File: src/rtl/sram_bus_ctrl_if.sv
// Request/response and SRAM pad bundle for sram_bus_ctrl.
// slave = the controller, master = the requester plus whatever models the SRAM pins.
interface sram_bus_ctrl_if #(
  parameter int ADDR_W = 8,
  parameter int DATA_W = 8
);
  // Handshake: a request is taken on a rising edge where req_valid && req_ready;
  // req_* must be stable while req_valid is high and not yet accepted. rsp_valid
  // is a single-cycle pulse with no back-pressure.
  logic              req_valid;
  logic              req_ready;
  logic              req_we;
  logic [ADDR_W-1:0] req_addr;
  logic [DATA_W-1:0] req_wdata;
  logic              rsp_valid;
  logic [DATA_W-1:0] rsp_rdata;
  logic              busy;
  logic [ADDR_W-1:0] sram_addr;
  logic              sram_cen;
  logic              sram_wen;
  logic              sram_oen;
  logic [DATA_W-1:0] sram_dq_o;
  logic              sram_dq_oe;
  logic [DATA_W-1:0] sram_dq_i;
  logic [1:0]        dbg_state;

  modport slave (
    input  req_valid, req_we, req_addr, req_wdata, sram_dq_i,
    output req_ready, rsp_valid, rsp_rdata, busy,
    output sram_addr, sram_cen, sram_wen, sram_oen, sram_dq_o, sram_dq_oe,
    output dbg_state
  );

  modport master (
    output req_valid, req_we, req_addr, req_wdata, sram_dq_i,
    input  req_ready, rsp_valid, rsp_rdata, busy,
    input  sram_addr, sram_cen, sram_wen, sram_oen, sram_dq_o, sram_dq_oe,
    input  dbg_state
  );
endinterface

File: src/rtl/sram_bus_ctrl.sv
// Turns one valid/ready request into a CE/WE/OE SRAM cycle with registered strobes.
// Optional SRAM_CTRL_POSTED_WR_EN: writes acknowledge right after accept; strobe timing unchanged.
module sram_bus_ctrl #(
  parameter int ADDR_W  = 8,
  parameter int DATA_W  = 8,
  parameter int T_SETUP = 1,
  parameter int T_PULSE = 2,
  parameter int T_HOLD  = 1
) (
  input logic           clk,
  input logic           rst,
  sram_bus_ctrl_if.slave bus
);

  localparam int T_MAX_SP = (T_SETUP > T_PULSE) ? T_SETUP : T_PULSE;
  localparam int T_MAX    = (T_MAX_SP > T_HOLD) ? T_MAX_SP : T_HOLD;
  localparam int CNT_W    = $clog2(T_MAX + 1);

  localparam logic [CNT_W-1:0] SETUP_LOAD = CNT_W'(T_SETUP - 1);
  localparam logic [CNT_W-1:0] PULSE_LOAD = CNT_W'(T_PULSE - 1);
  localparam logic [CNT_W-1:0] HOLD_LOAD  = CNT_W'(T_HOLD - 1);

`ifdef SRAM_CTRL_POSTED_WR_EN
  localparam bit POSTED_WR = 1'b1;
`else
  localparam bit POSTED_WR = 1'b0;
`endif

  typedef enum logic [1:0] {
    IDLE  = 2'd0,
    SETUP = 2'd1,
    PULSE = 2'd2,
    HOLD  = 2'd3
  } state_t;

  state_t            state;
  logic [CNT_W-1:0]  cnt;
  logic              we_q;
  logic [ADDR_W-1:0] addr_q;
  logic [DATA_W-1:0] dq_o_q;
  logic [DATA_W-1:0] rdata_q;
  logic              cen_q;
  logic              wen_q;
  logic              oen_q;
  logic              dq_oe_q;
  logic              rsp_valid_q;

  // Each phase reloads cnt with its length minus one and advances when it hits zero,
  // so a phase of N cycles ends exactly N edges after it was entered.
  always_ff @(posedge clk or posedge rst) begin
    if (rst) begin
      state       <= IDLE;
      cnt         <= '0;
      we_q        <= 1'b0;
      addr_q      <= '0;
      dq_o_q      <= '0;
      rdata_q     <= '0;
      cen_q       <= 1'b1;
      wen_q       <= 1'b1;
      oen_q       <= 1'b1;
      dq_oe_q     <= 1'b0;
      rsp_valid_q <= 1'b0;
    end else begin
      rsp_valid_q <= 1'b0;
      case (state)
        IDLE: begin
          if (bus.req_valid) begin
            addr_q      <= bus.req_addr;
            dq_o_q      <= bus.req_wdata;
            we_q        <= bus.req_we;
            cen_q       <= 1'b0;
            dq_oe_q     <= bus.req_we;
            cnt         <= SETUP_LOAD;
            state       <= SETUP;
            rsp_valid_q <= POSTED_WR & bus.req_we;
          end
        end
        SETUP: begin
          if (cnt == '0) begin
            if (we_q) wen_q <= 1'b0;
            else      oen_q <= 1'b0;
            cnt   <= PULSE_LOAD;
            state <= PULSE;
          end else begin
            cnt <= cnt - 1'b1;
          end
        end
        PULSE: begin
          // Read data is sampled on the same edge that raises OE, while the SRAM still drives.
          if (cnt == '0) begin
            wen_q <= 1'b1;
            oen_q <= 1'b1;
            if (!we_q) rdata_q <= bus.sram_dq_i;
            cnt   <= HOLD_LOAD;
            state <= HOLD;
          end else begin
            cnt <= cnt - 1'b1;
          end
        end
        HOLD: begin
          if (cnt == '0) begin
            cen_q       <= 1'b1;
            dq_oe_q     <= 1'b0;
            rsp_valid_q <= ~(POSTED_WR & we_q);
            state       <= IDLE;
          end else begin
            cnt <= cnt - 1'b1;
          end
        end
        default: state <= IDLE;
      endcase
    end
  end

  assign bus.req_ready  = (state == IDLE);
  assign bus.busy       = (state != IDLE);
  assign bus.rsp_valid  = rsp_valid_q;
  assign bus.rsp_rdata  = rdata_q;
  assign bus.sram_addr  = addr_q;
  assign bus.sram_cen   = cen_q;
  assign bus.sram_wen   = wen_q;
  assign bus.sram_oen   = oen_q;
  assign bus.sram_dq_o  = dq_o_q;
  assign bus.sram_dq_oe = dq_oe_q;
  assign bus.dbg_state  = state;

endmodule

File: src/flat_wrapper.sv
// flat-port wrapper written by rule: the top's interface ports become plain ports
module sram_bus_ctrl_flat 
#(
  parameter int ADDR_W  = 8,
  parameter int DATA_W  = 8,
  parameter int T_SETUP = 1,
  parameter int T_PULSE = 2,
  parameter int T_HOLD  = 1
)
  (clk, rst, bus_req_valid, bus_req_we, bus_req_addr, bus_req_wdata, bus_sram_dq_i, bus_req_ready, bus_rsp_valid, bus_rsp_rdata, bus_busy, bus_sram_addr, bus_sram_cen, bus_sram_wen, bus_sram_oen, bus_sram_dq_o, bus_sram_dq_oe, bus_dbg_state);
  sram_bus_ctrl_if #(.ADDR_W(ADDR_W), .DATA_W(DATA_W)) bus_i ();
  input logic clk;
  input logic rst;
  input wire logic [$bits(bus_i.req_valid)-1:0] bus_req_valid;
  input wire logic [$bits(bus_i.req_we)-1:0] bus_req_we;
  input wire logic [$bits(bus_i.req_addr)-1:0] bus_req_addr;
  input wire logic [$bits(bus_i.req_wdata)-1:0] bus_req_wdata;
  input wire logic [$bits(bus_i.sram_dq_i)-1:0] bus_sram_dq_i;
  output wire logic [$bits(bus_i.req_ready)-1:0] bus_req_ready;
  output wire logic [$bits(bus_i.rsp_valid)-1:0] bus_rsp_valid;
  output wire logic [$bits(bus_i.rsp_rdata)-1:0] bus_rsp_rdata;
  output wire logic [$bits(bus_i.busy)-1:0] bus_busy;
  output wire logic [$bits(bus_i.sram_addr)-1:0] bus_sram_addr;
  output wire logic [$bits(bus_i.sram_cen)-1:0] bus_sram_cen;
  output wire logic [$bits(bus_i.sram_wen)-1:0] bus_sram_wen;
  output wire logic [$bits(bus_i.sram_oen)-1:0] bus_sram_oen;
  output wire logic [$bits(bus_i.sram_dq_o)-1:0] bus_sram_dq_o;
  output wire logic [$bits(bus_i.sram_dq_oe)-1:0] bus_sram_dq_oe;
  output wire logic [$bits(bus_i.dbg_state)-1:0] bus_dbg_state;
  assign bus_i.req_valid = bus_req_valid;
  assign bus_i.req_we = bus_req_we;
  assign bus_i.req_addr = bus_req_addr;
  assign bus_i.req_wdata = bus_req_wdata;
  assign bus_i.sram_dq_i = bus_sram_dq_i;
  assign bus_req_ready = bus_i.req_ready;
  assign bus_rsp_valid = bus_i.rsp_valid;
  assign bus_rsp_rdata = bus_i.rsp_rdata;
  assign bus_busy = bus_i.busy;
  assign bus_sram_addr = bus_i.sram_addr;
  assign bus_sram_cen = bus_i.sram_cen;
  assign bus_sram_wen = bus_i.sram_wen;
  assign bus_sram_oen = bus_i.sram_oen;
  assign bus_sram_dq_o = bus_i.sram_dq_o;
  assign bus_sram_dq_oe = bus_i.sram_dq_oe;
  assign bus_dbg_state = bus_i.dbg_state;
  sram_bus_ctrl #(.ADDR_W(ADDR_W), .DATA_W(DATA_W), .T_SETUP(T_SETUP), .T_PULSE(T_PULSE), .T_HOLD(T_HOLD)) u_core (.clk(clk), .rst(rst), .bus(bus_i));
endmodule
File: config.mk
export PLATFORM = sky130hd
export DESIGN_NAME = sram_bus_ctrl_flat
export DESIGN_NICKNAME = d
export VERILOG_FILES = /design/src/rtl/sram_bus_ctrl_if.sv /design/src/rtl/sram_bus_ctrl.sv /design/src/flat_wrapper.sv
export SDC_FILE = /design/constraint.sdc
export NUM_CORES = 1
export LEC_CHECK = 0
export BUFFER_PORTS_ARGS = -buffer_cell sky130_fd_sc_hd__buf_2
export CAP_MARGIN = 0
export CORE_MARGIN = 1
export CORE_UTILIZATION = 43
export DETAILED_ROUTE_END_ITERATION = 7
export GPL_TIMING_DRIVEN = 0
export PLACE_DENSITY = 0.73
export SLEW_MARGIN = 15
export SYNTH_ARGS = -nofsm -noshare
export SYNTH_HDL_FRONTEND = slang
export SYNTH_SLANG_ARGS = --single-unit
File: constraint.sdc
create_clock -name clk -period 1.6 [get_ports clk]
set_input_delay 0.32 -clock clk [delete_from_list [all_inputs] [get_ports clk]]
set_output_delay 0.32 -clock clk [all_outputs]
set_load 0.02 [all_outputs]
==> results of run 1 <==
repair_timing:
action,4_1_cts,5_1_grt
hold buffers,0,0
setup buffers,5,1
resized for setup,9,9
pin swaps,2,1
endpoints found under the hold margin,0,0
setup endpoints to repair,14,14
metal layers:
metal	vias to the layer above	wire, um
li1	523	-
met1	527	1280
met2	38	1630
met3	4	168
met4	0	34
met5	-	0
stage by stage:
| stage | utilization, % | power, mW | area (um2) | hold WS, ps |
|---|---|---|---|---|
| floorplan | - | 3.38 | 1600 | 459 |
| global placement | 56.9 | 4.00 | 1960 | 481 |
| detailed placement | 56.9 | 4.11 | 1960 | 472 |
| CTS | 61.0 | 4.86 | 2100 | 170 |
| global route | 62.3 | 5.24 | 2140 | 210 |
| finish | 62.3 | 4.91 | 2140 | 141 |
final cells by class:
type	instances	area, um2
Timing Repair Buffer	66	349
Sequential cell	34	857
Clock buffer	6	72.6
Inverter	7	31.3
Clock inverter	2	10.0
Tap cell	46	57.6
Fill cell	268	1300
Multi-Input combinational cell	68	767
layout by cell type, fill, tap and decap left out, types with 2 or more instances in the layout:
cell type and instances:
nand2_1 2, o21ai_0 2, nor2b_1 2, ha_2 4, clkinv_2 2, clkbuf_8 5
dfstp_2 3, buf_4 5, inv_4 2, inv_2 3, buf_2 60, ha_1 3
inv_1 2, a22o_1 2, dfrtp_2 2, mux2_2 27, dfrtp_1 29, nor2_1 3
ha_4 4
critical path, delay by kind of cell, from the launching register on:
kind,cells,cell delay (ps)
adder cells (fa/ha/maj),1,210
flip-flops,1,480
multiplexers,1,350
AND/OR/NAND/NOR,2,490
state kept, by name, summed over array words and instances, names as in the netlist:
register	cells
u_core.bus.rsp_rdata	8
u_core.bus.sram_addr	8
u_core.bus.sram_dq_o	8
u_core.bus.dbg_state	2
u_core.cnt	2
u_core.bus.rsp_valid	1
u_core.bus.sram_cen	1
u_core.bus.sram_dq_oe	1
u_core.bus.sram_oen	1
u_core.bus.sram_wen	1
u_core.we_q	1
report_power, final:
part | switching (mW) | leakage (nW) | internal [mW]
Sequential | 0.272 | 0.399 | 1.33
Clock | 0.278 | 0.0450 | 0.301
Combinational | 1.42 | 0.592 | 1.31
worst min-delay path by stage:
| stage | from | endpoint | cells after the start |
|---|---|---|---|
| global route | rst | u_core.bus.sram_dq_o[3] | 2 |
| CTS | rst | u_core.bus.sram_dq_o[1] | 2 |
| detailed placement | rst | u_core.bus.sram_dq_o[4] | 2 |
| finish | rst | u_core.bus.sram_addr[3] | 2 |
| global placement | u_core.bus.rsp_rdata[5] | u_core.bus.rsp_rdata[5] | 1 |
| floorplan | rst | u_core.bus.rsp_rdata[0] | 1 |
kinds of logic after synthesis:
kind of cell             count (synthesis)  synth area share, %
adder cells (fa/ha/maj)                 11                 8.68
AND/OR/NAND/NOR                         18                 8.68
multiplexers                            30                 21.2
AO/OA/AOI/OAI                            9                 5.53
buffers and inverters                    8                 1.97
flip-flops                              34                 53.9
==> metrics.md, run 1 <==
| Metric | Value |
|---|---|
| First-pass GRT wire length | between 5000 and 6000 um |
| Unrepaired setup endpoints after global routing | yes |
| DP Wirelength | about 2400 um |
| HP Class | primary input to async pin |
| Top Usage Layer GRT | met2 |
| EDFF count, synth | 0 |
| Die Span X | roughly 63 um |
| Nets | 221 |
| GRT met2 Usage | 29.6% |
| Row cnt | 21 |
| CP peak stage delay | 480 ps |
| Core area | roughly 3400 um2 |
| Via count | approximately 1.1k |
| Top post-synthesis cells by count | 31 x dfrtp_1, 27 x mux2_2, 11 x ha_1 |
| Critical Path Source Type | flip-flop |
| Clk root buf | clkbuf_8 |
| Cell taking the most area after synthesis | dfrtp_1 |
| Io pins | 61 |
| Total of max-cap violations | 0 |
| Setup TNS | -52.3 ps |
| Initial antenna violation count | 0 |
| TritonCTS clock tree | built |
| Worst Max-Slew Pin Slew | ~680 ps |
| Kind of critical path | flip-flop to flip-flop |
| Grt total ovfl | 0 |
| Met3 Use GR | 4.74% |
| Layout Skew | 6.34 ps |
| Leak Pwr | 1.04 nW |
| #FFs+latches synth | 34 |
| Final period utilization | 102% |
| Outcome | finished, violations left |
| DR DRC count | 0 |
| CP startpoint | u_core.bus.dbg_state[1] |
| Post-Syn Area | between 1500 and 2000 um2 |
| Die H | 62.7 um |
| Setup slack, reg-to-reg | -40 ps |
| Clock Latency Late Sink | approximately 280 ps |
| Yosys warns | 0 |
| Distinct cell type count after synthesis | 29 |
| Per-cell routed wire length | between 10 and 15 um |
| Register clock-pin slew on the reported worst setup and hold paths | ~70 ps |
| Vias in the first global route | 1144 |
| H-Tree Depth | 2 |
| Fin cells | 229 |
| Slowest stage cell, crit path | dfrtp_2 |
| Gpl congestion | approximately 0.83 |
| FF-to-FF Start | u_core.bus.dbg_state[1] |
| Critical path peak fanout | 7 |
| Total CTS buffers | 5 |
| Top FF cell, synth | dfrtp_1 |
| Vias/cell | about 4.8 |
| RR Endpoint | u_core.bus.dbg_state[1] |
| Die ar. | slightly below 4000 um2 |
| Drt total wl | around 3100 um |
| Max clock buf depth | 2 |
| Synth Instances | 110 |
| Post-synthesis sequential area ratio | a little over half |
| Final min period | 1640 ps |
| P per Cell Area | between 2000 and 2500 nW/um2 |
| Clk sinks | 34 |
| N_diodes | 0 |
| Failing checks | negative setup slack |
| Initial Util | a little under half |
| Largest cells by area after synthesis | dfrtp_1 49%, mux2_2 19%, ha_1 8.7% |
| Port Buffers | 60 |
| ANT nets after route | 0 |
| P&R area growth vs syn | 35.3% |
| Top cell type's share of synthesized area | 48.9% |
| Crit path to | u_core.bus.dbg_state[1] |
| Syn Area/Cell | 14.4 um2 |
| Pins over their slew limit | 0 |
| Most common cell in the netlist | dfrtp_1 |
| Worst Path Arrival | between 1500 and 2000 ps |
| Crit-path cells | ha_2, nor2b_2, nor4_4, mux2_1 |
| Async set or reset register ratio after synthesis | 100% |
| Hold Vio Cnt, Final | 0 |
| PnR worst setup slack | -40.0 ps |
| Layout cells sized above 1 | a little over 70% |
| Worst Reg-to-Reg Cells | 4 |
| Met1 Use GR | roughly a fifth |
| CP required | about 1800 ps |
| Mapped Nets | 149 |
| Fmax | 0.610 GHz |
| Largest net degree at the start of global routing | 35 |
| Final setup violation count | 2 |
| GR Util All Layers | around 17% |
| Initial drt markers | 19 |
| Slew headroom | a little over half |
| TritonRoute pass-1 iters | 4 |
| Inst Count DP | 216 |
| Pre-CTS setup slack | -144 ps |
| Max IR drop VDD | 1.07 mV |
| Nature of the critical path endpoint | flip-flop |
No activity file was read; power rests on OpenSTA's default activity.
==> run 2: changes to the inputs <==
--- a/config.mk
+++ b/config.mk
@@ -5,13 +5,14 @@
 export SDC_FILE = /design/constraint.sdc
 export NUM_CORES = 1
 export LEC_CHECK = 0
+export ABC_AREA = 1
 export BUFFER_PORTS_ARGS = -buffer_cell sky130_fd_sc_hd__buf_2
 export CAP_MARGIN = 0
 export CORE_MARGIN = 1
-export CORE_UTILIZATION = 43
+export CORE_UTILIZATION = 44
 export DETAILED_ROUTE_END_ITERATION = 7
 export GPL_TIMING_DRIVEN = 0
-export PLACE_DENSITY = 0.73
+export PLACE_DENSITY = 0.74
 export SLEW_MARGIN = 15
 export SYNTH_ARGS = -nofsm -noshare
 export SYNTH_HDL_FRONTEND = slang
==> run 2 against run 1 <==
  * The run now ends clean
  * Sequential share of layout area is 0.48 points lower
  * Synthesized cell count up 71%
  * Synthesized area rose by 3.2%
  * Sequential power decreased by 6%
  * First-iteration DRC count up 140%
  * Final area rose by 1.2%
  * Critical path type is now flip-flop to primary output
==> metrics.md, run 2 <==
| Metric | Value |
|---|---|
| Distinct cell type count after synthesis | 19 |
| Initial drt markers | 46 |
| Synth Area in Simple Gates | roughly 26% |
| Max IR drop VDD | 0.997 mV |
| Vias/cell | around 4.6 |
| Final setup violation count | 0 |
| DP Wirelength | 2420 um |
| Clock Latency Late Sink | a little under 300 ps |
| Die ar. | 3970 um2 |
| Comb power frac | a little over half |
| XOR/XNOR Fraction of Synth Area | 0% |
| Clock power share | 16.6% |
| Critical path peak fanout | 3 |
| Mux share of post-synthesis cell area | 0% |
| Pins over their slew limit | 0 |
| Die H | between 60 and 70 um |
| Cell taking the most area after synthesis | dfrtp_1 |
| Largest family of logic cells by synthesized area | simple AND/OR/NAND/NOR gates |
| HP Class | primary input to async pin |
| EDFF count, synth | 0 |
| Largest net degree at the start of global routing | 35 |
| Critical Path Source Type | flip-flop |
| Post-Syn Area | 1640 um2 |
| Outcome | finished, final reports clean |
| Vias in the first global route | 1378 |
| Final period utilization | just under 100% |
| Clk root buf | clkbuf_8 |
| TritonCTS clock tree | built |
| Initial antenna violation count | 0 |
| TritonRoute pass-1 iters | 4 |
| Kind of critical path | flip-flop to primary output |
| Die Span X | between 60 and 70 um |
| Most common cell in the netlist | nand2_1 |
| N_diodes | 0 |
| CTS Hold Bufs | 0 |
| Max clock buf depth | 2 |
| Largest cells by area after synthesis | dfrtp_1 47%, nand2_1 15%, ha_1 8.4% |
| Post-Synth Adder-Cell Area | 8.41% |
| Layout Skew | just over 5 ps |
| Most frequent cells in the layout | 67 x nand2_1, 59 x buf_2, 29 x dfrtp_1 |
| Total of max-cap violations | 0 |
| Syn Area/Cell | 8.71 um2 |
| Psw | around 2.1 mW |
| Worst Max-Slew Pin Slew | approximately 680 ps |
| Per-cell routed wire length | roughly 11 um |
| Hold slack | 119 ps |
| Top FF cell, synth | dfrtp_1 |
| Post-synthesis sequential area ratio | 52.2% |
| Initial Util | a little under half |
| Int Power | roughly 2.7 mW |
| Total chip power | 4.86 mW |
| Top cell type's share of synthesized area | between 40% and 50% |
| Io pins | between 60 and 70 |
| Top post-synthesis cells by count | 67 x nand2_1, 31 x dfrtp_1, 22 x inv_1 |
| #FFs+latches synth | 34 |
| Mapped Nets | 227 |
| Port Buffers | 59 |
| Total CTS buffers | 5 |
| Switching Fraction | ~44% |
| Hold Vio Cnt, Final | 0 |
| Unrepaired setup endpoints after global routing | no |
| Leak Pwr | 1.27 nW |
| Nets | between 200 and 300 |
| Row cnt | 21 |
| Register clock-pin slew on the reported worst setup and hold paths | roughly 70 ps |
| Nature of the critical path endpoint | primary output |
| GR Util All Layers | between 10% and 20% |
| Gpl congestion | just under 0.8 |
| Grt total ovfl | 0 |
| First-pass GRT wire length | between 6000 and 7000 um |
| H-Tree Depth | 2 |
| Commonest non-fill, non-tap cell in the layout | nand2_1 |
| CP required | 1280 ps |
| P&R area growth vs syn | 32.6% |
| P per Cell Area | about 2200 nW/um2 |
| Worst Path Arrival | ~1200 ps |
| Async set or reset register ratio after synthesis | 100% |
| Yosys warns | 0 |
| Core area | between 3000 and 4000 um2 |
| ANT nets after route | 0 |
| Drt total wl | roughly 3500 um |
| DR DRC count | 0 |
| Fmax | 0.649 GHz |
| Slew headroom | 54.9% |
| Layout cells sized above 1 | a little over a third |
| Via count | ~1.4k |
| Synth Instances | 188 |
| Final min period | approximately 1500 ps |
| Clk sinks | 34 |
| Sequential power share | slightly above 30% |
| Compound-Gate Fraction of Synth Area | under 10% |
## run 2: cell types whose count changed in the layout (fill, tap and decap cells not counted), moves of 4 or more
cell and change:
mux2_2 -27, nand3_1 +18, ha_1 +7, ha_2 -4, inv_1 +16, nand2_1 +65, o21ai_0 +12
## run 2: cells by family (layout without fill, tap and decap cells)
group	count (synthesis)	in the layout
compound gates	18	18
simple gates	96	96
buf+inv	29	100
flops	34	34
fa+ha+maj	11	11
## run 2: through the flow
step                area [um2]  utilization [%]  TNS [ps]  instances  worst slack (ps)
floorplan                 1640                -         0        188              50.7
global placement          1990             57.9     -51.9        293             -26.0
detailed placement        1990             57.9         0        293              69.0
CTS                       2150             62.4         0        303              25.5
global route              2170             63.1         0        305              13.9
finish                    2170             63.1         0        305              59.0
## run 2: worst max-delay path, cell delays in order (launching register included)
cell,delay [ps]
dfrtp_2,420
inv_2,100
ha_4,160
buf_8,100
inv_2,40
buf_6,120
## run 2: power groups by stage
stage          combinational, mW  sequential (mW)  clock (mW)
3_5_place_dp                2.30             1.54           0
3_3_place_gp                2.26             1.53           0
6_report                    2.55             1.50       0.806
2_1_floorplan               1.16             1.99           0
5_1_grt                     2.85             1.55       0.857
4_1_cts                     2.50             1.50       0.815
## run 2: worst paths after layout
check                                         from                      end  slack (ps)  depth (start not counted)
hold reg to reg                u_core.bus.sram_oen      u_core.bus.sram_oen         460                          2
hold / removal                                 rst  u_core.bus.sram_dq_o[7]         120                          2
setup / recovery           u_core.bus.dbg_state[1]                 bus_busy          60                          5
min in group clk                   bus_req_addr[0]  u_core.bus.sram_addr[0]         240                          3
setup reg to reg           u_core.bus.dbg_state[1]  u_core.bus.dbg_state[1]         130                          8
max in group asynchronous                      rst  u_core.bus.dbg_state[1]         990                          2
## run 2: per-layer routing
metal,up-vias,wire [um],GRT usage (%)
li1,719,-,-
met5,-,0,0
met4,0,76,10.5
met2,57,1550,29.8
met1,623,1570,25.5
met3,6,264,6.02
## run 2: layout make-up
class | count | area [um2]
Buffer | 6 | 57.6
Clock buffer | 6 | 82.6
Clock inverter | 1 | 30.0
Fill cell | 319 | 1270
Inverter | 23 | 88.8
Multi-Input combinational cell | 125 | 658
Sequential cell | 34 | 857
Tap cell | 46 | 57.6
Timing Repair Buffer | 64 | 339
## run 2: what timing repair did
item	in CTS	in global routing
setup buffers	3	2
resized for setup	6	4
pin swaps	0	1
setup endpoints to repair	1	1
==> run 3: changes to the inputs <==
--- a/config.mk
+++ b/config.mk
@@ -9,10 +9,11 @@
 export BUFFER_PORTS_ARGS = -buffer_cell sky130_fd_sc_hd__buf_2
 export CAP_MARGIN = 0
 export CORE_MARGIN = 1
-export CORE_UTILIZATION = 44
+export CORE_UTILIZATION = 30
 export DETAILED_ROUTE_END_ITERATION = 7
 export GPL_TIMING_DRIVEN = 0
-export PLACE_DENSITY = 0.74
+export PLACE_DENSITY = 0.54
+export SKIP_CTS_REPAIR_TIMING = 1
 export SLEW_MARGIN = 15
 export SYNTH_ARGS = -nofsm -noshare
 export SYNTH_HDL_FRONTEND = slang
==> run 3 against run 2 <==
  * Global-route usage decreased by 6.7 points
  * Routed wire length is 4.2% higher
  * Clock skew down 0.54 ps
  * Largest power group unchanged
  * Highest routed layer unchanged
==> metrics.md, run 3 (synthesis results as in run 2) <==
| Metric | Value |
|---|---|
| Placed Area | ~2000 um2 |
| GR Util All Layers | a little over an eighth |
| Register clock-pin slew on the reported worst setup and hold paths | 60 ps |
| Worst Reg-to-Reg Cells | 5 |
| Io pins | slightly above 60 |
| Slowest stage cell, crit path | dfrtp_2 |
| Layout Skew | roughly 4.6 ps |
| Most frequent cells in the layout | 67 x nand2_1, 59 x buf_2, 29 x dfrtp_1 |
| Worst Path Arrival | 1270 ps |
| Unrepaired setup endpoints after global routing | yes |
| Levels on crit path | 5 |
| Fmax | 0.627 GHz |
| Clk sinks | 34 |
| Die Span X | around 76 um |
| HP Class | primary input to async pin |
| Via count | 1387 |
| Total of max-cap violations | 0 |
| Die H | roughly 76 um |
| Row cnt | 26 |
| Setup TNS | 0 ps |
| TritonCTS clock tree | built |
| Kind of critical path | flip-flop to primary output |
| Total chip power | 4.70 mW |
| First-pass GRT wire length | 5480 um |
| CP required | roughly 1300 ps |
| Critical Path Source Type | flip-flop |
| CP peak stage delay | ~450 ps |
| Largest net degree at the start of global routing | 35 |
| Crit-path cells | inv_4, ha_4, buf_8, inv_4, buf_6 |
| Hold Vio Cnt, Final | 0 |
| N_diodes | 0 |
| Drt total wl | roughly 3600 um |
| Utilization after layout | between 40 and 50% |
| Outcome | finished, final reports clean |
| Hold slack | about 150 ps |
| Vias/cell | about 4.2 |
| Commonest non-fill, non-tap cell in the layout | nand2_1 |
| Nature of the critical path endpoint | primary output |
| DR DRC count | 0 |
| Buf/Inv on CP | 4 |
| Final setup violation count | 0 |
| Port Buffers | around 60 |
| H-Tree Depth | 2 |
| Post-route cell area | 2180 um2 |
| Layout cells sized above 1 | 36.2% |
| Leak Pwr | approximately 1.3 nW |
| Gpl congestion | between 0.8 and 0.9 |
| P per Cell Area | approximately 2200 nW/um2 |
| Initial antenna violation count | 0 |
| Total CTS buffers | 5 |
| Worst Max-Slew Pin Slew | slightly above 700 ps |
| CP top delay family | flip-flops |
| Initial Util | a little under a third |
| DP Wirelength | around 2600 um |
| Max IR drop VDD | approximately 0.74 mV |
| Slew headroom | just over 50% |
| Per-cell routed wire length | 10.9 um |
| Initial drt markers | 77 |
| Nets | 298 |
| Clock Latency Late Sink | 280 ps |
| Die ar. | approximately 5800 um2 |
| Core area | around 5200 um2 |
| Fill cells | 530 |
| Vias in the first global route | about 1.2k |
| TritonRoute pass-1 iters | 4 |
| Critical path peak fanout | 5 |
| Final min period | 1590 ps |
| Pins over their slew limit | 0 |
| Most frequent CP cell | inv_4 |
| ANT nets after route | 0 |
| Grt total ovfl | 0 |
| P&R area growth vs syn | 33.3% |
| Max clock buf depth | 2 |
| Clk root buf | clkbuf_8 |
| Final period utilization | 99.7% |
## run 3: per-stage QoR
| stage | instances | setup slack, ps |
|---|---|---|
| finish | 330 | 5.25 |
| global route | 330 | -37.7 |
| CTS | 325 | -296 |
| detailed placement | 317 | 23.3 |
| global placement | 317 | -118 |
| floorplan | 188 | 50.7 |
## run 3: path summary, 6_finish.rpt
check,startpoint,endpoint,slack (ps)
setup reg to reg,u_core.bus.dbg_state[1],u_core.bus.rsp_rdata[1],190
hold reg to reg,u_core.bus.sram_oen,u_core.bus.sram_oen,460
max in group asynchronous,rst,u_core.bus.dbg_state[1],940
hold / removal,rst,u_core.bus.sram_dq_o[3],150
setup / recovery,u_core.bus.dbg_state[1],bus_busy,5
min in group clk,bus_req_addr[1],u_core.bus.sram_addr[1],250
## run 3: layout make-up
| type | count | area [um2] | area share, % |
|---|---|---|---|
| sequential | 34 | 857 | 39.3 |
| multi-input combinational | 125 | 658 | 30.2 |
| timing repair buffer | 64 | 339 | 15.5 |
| inverter | 23 | 91.3 | 4.19 |
| tap | 70 | 87.6 | 4.01 |
| clock buffer | 7 | 86.3 | 3.96 |
| buffer | 6 | 57.6 | 2.64 |
| clock inverter | 1 | 5.00 | 0.229 |
## run 3: per-layer routing
layer  track usage [%]  vias to the layer above  wire [um]
met3              4.89                        5        302
met5                 0                        -          0
met4              6.17                        0         60
met2              20.1                       53       1570
met1              16.5                      602       1670
li1                  -                      727          -
## run 3: report_power, final
| part | total (mW) | switching [mW] | internal (mW) |
|---|---|---|---|
| Combinational | 2.53 | 1.58 | 0.950 |
| Clock | 0.646 | 0.300 | 0.347 |
| Sequential | 1.52 | 0.228 | 1.30 |
| Total | 4.70 | 2.11 | 2.59 |
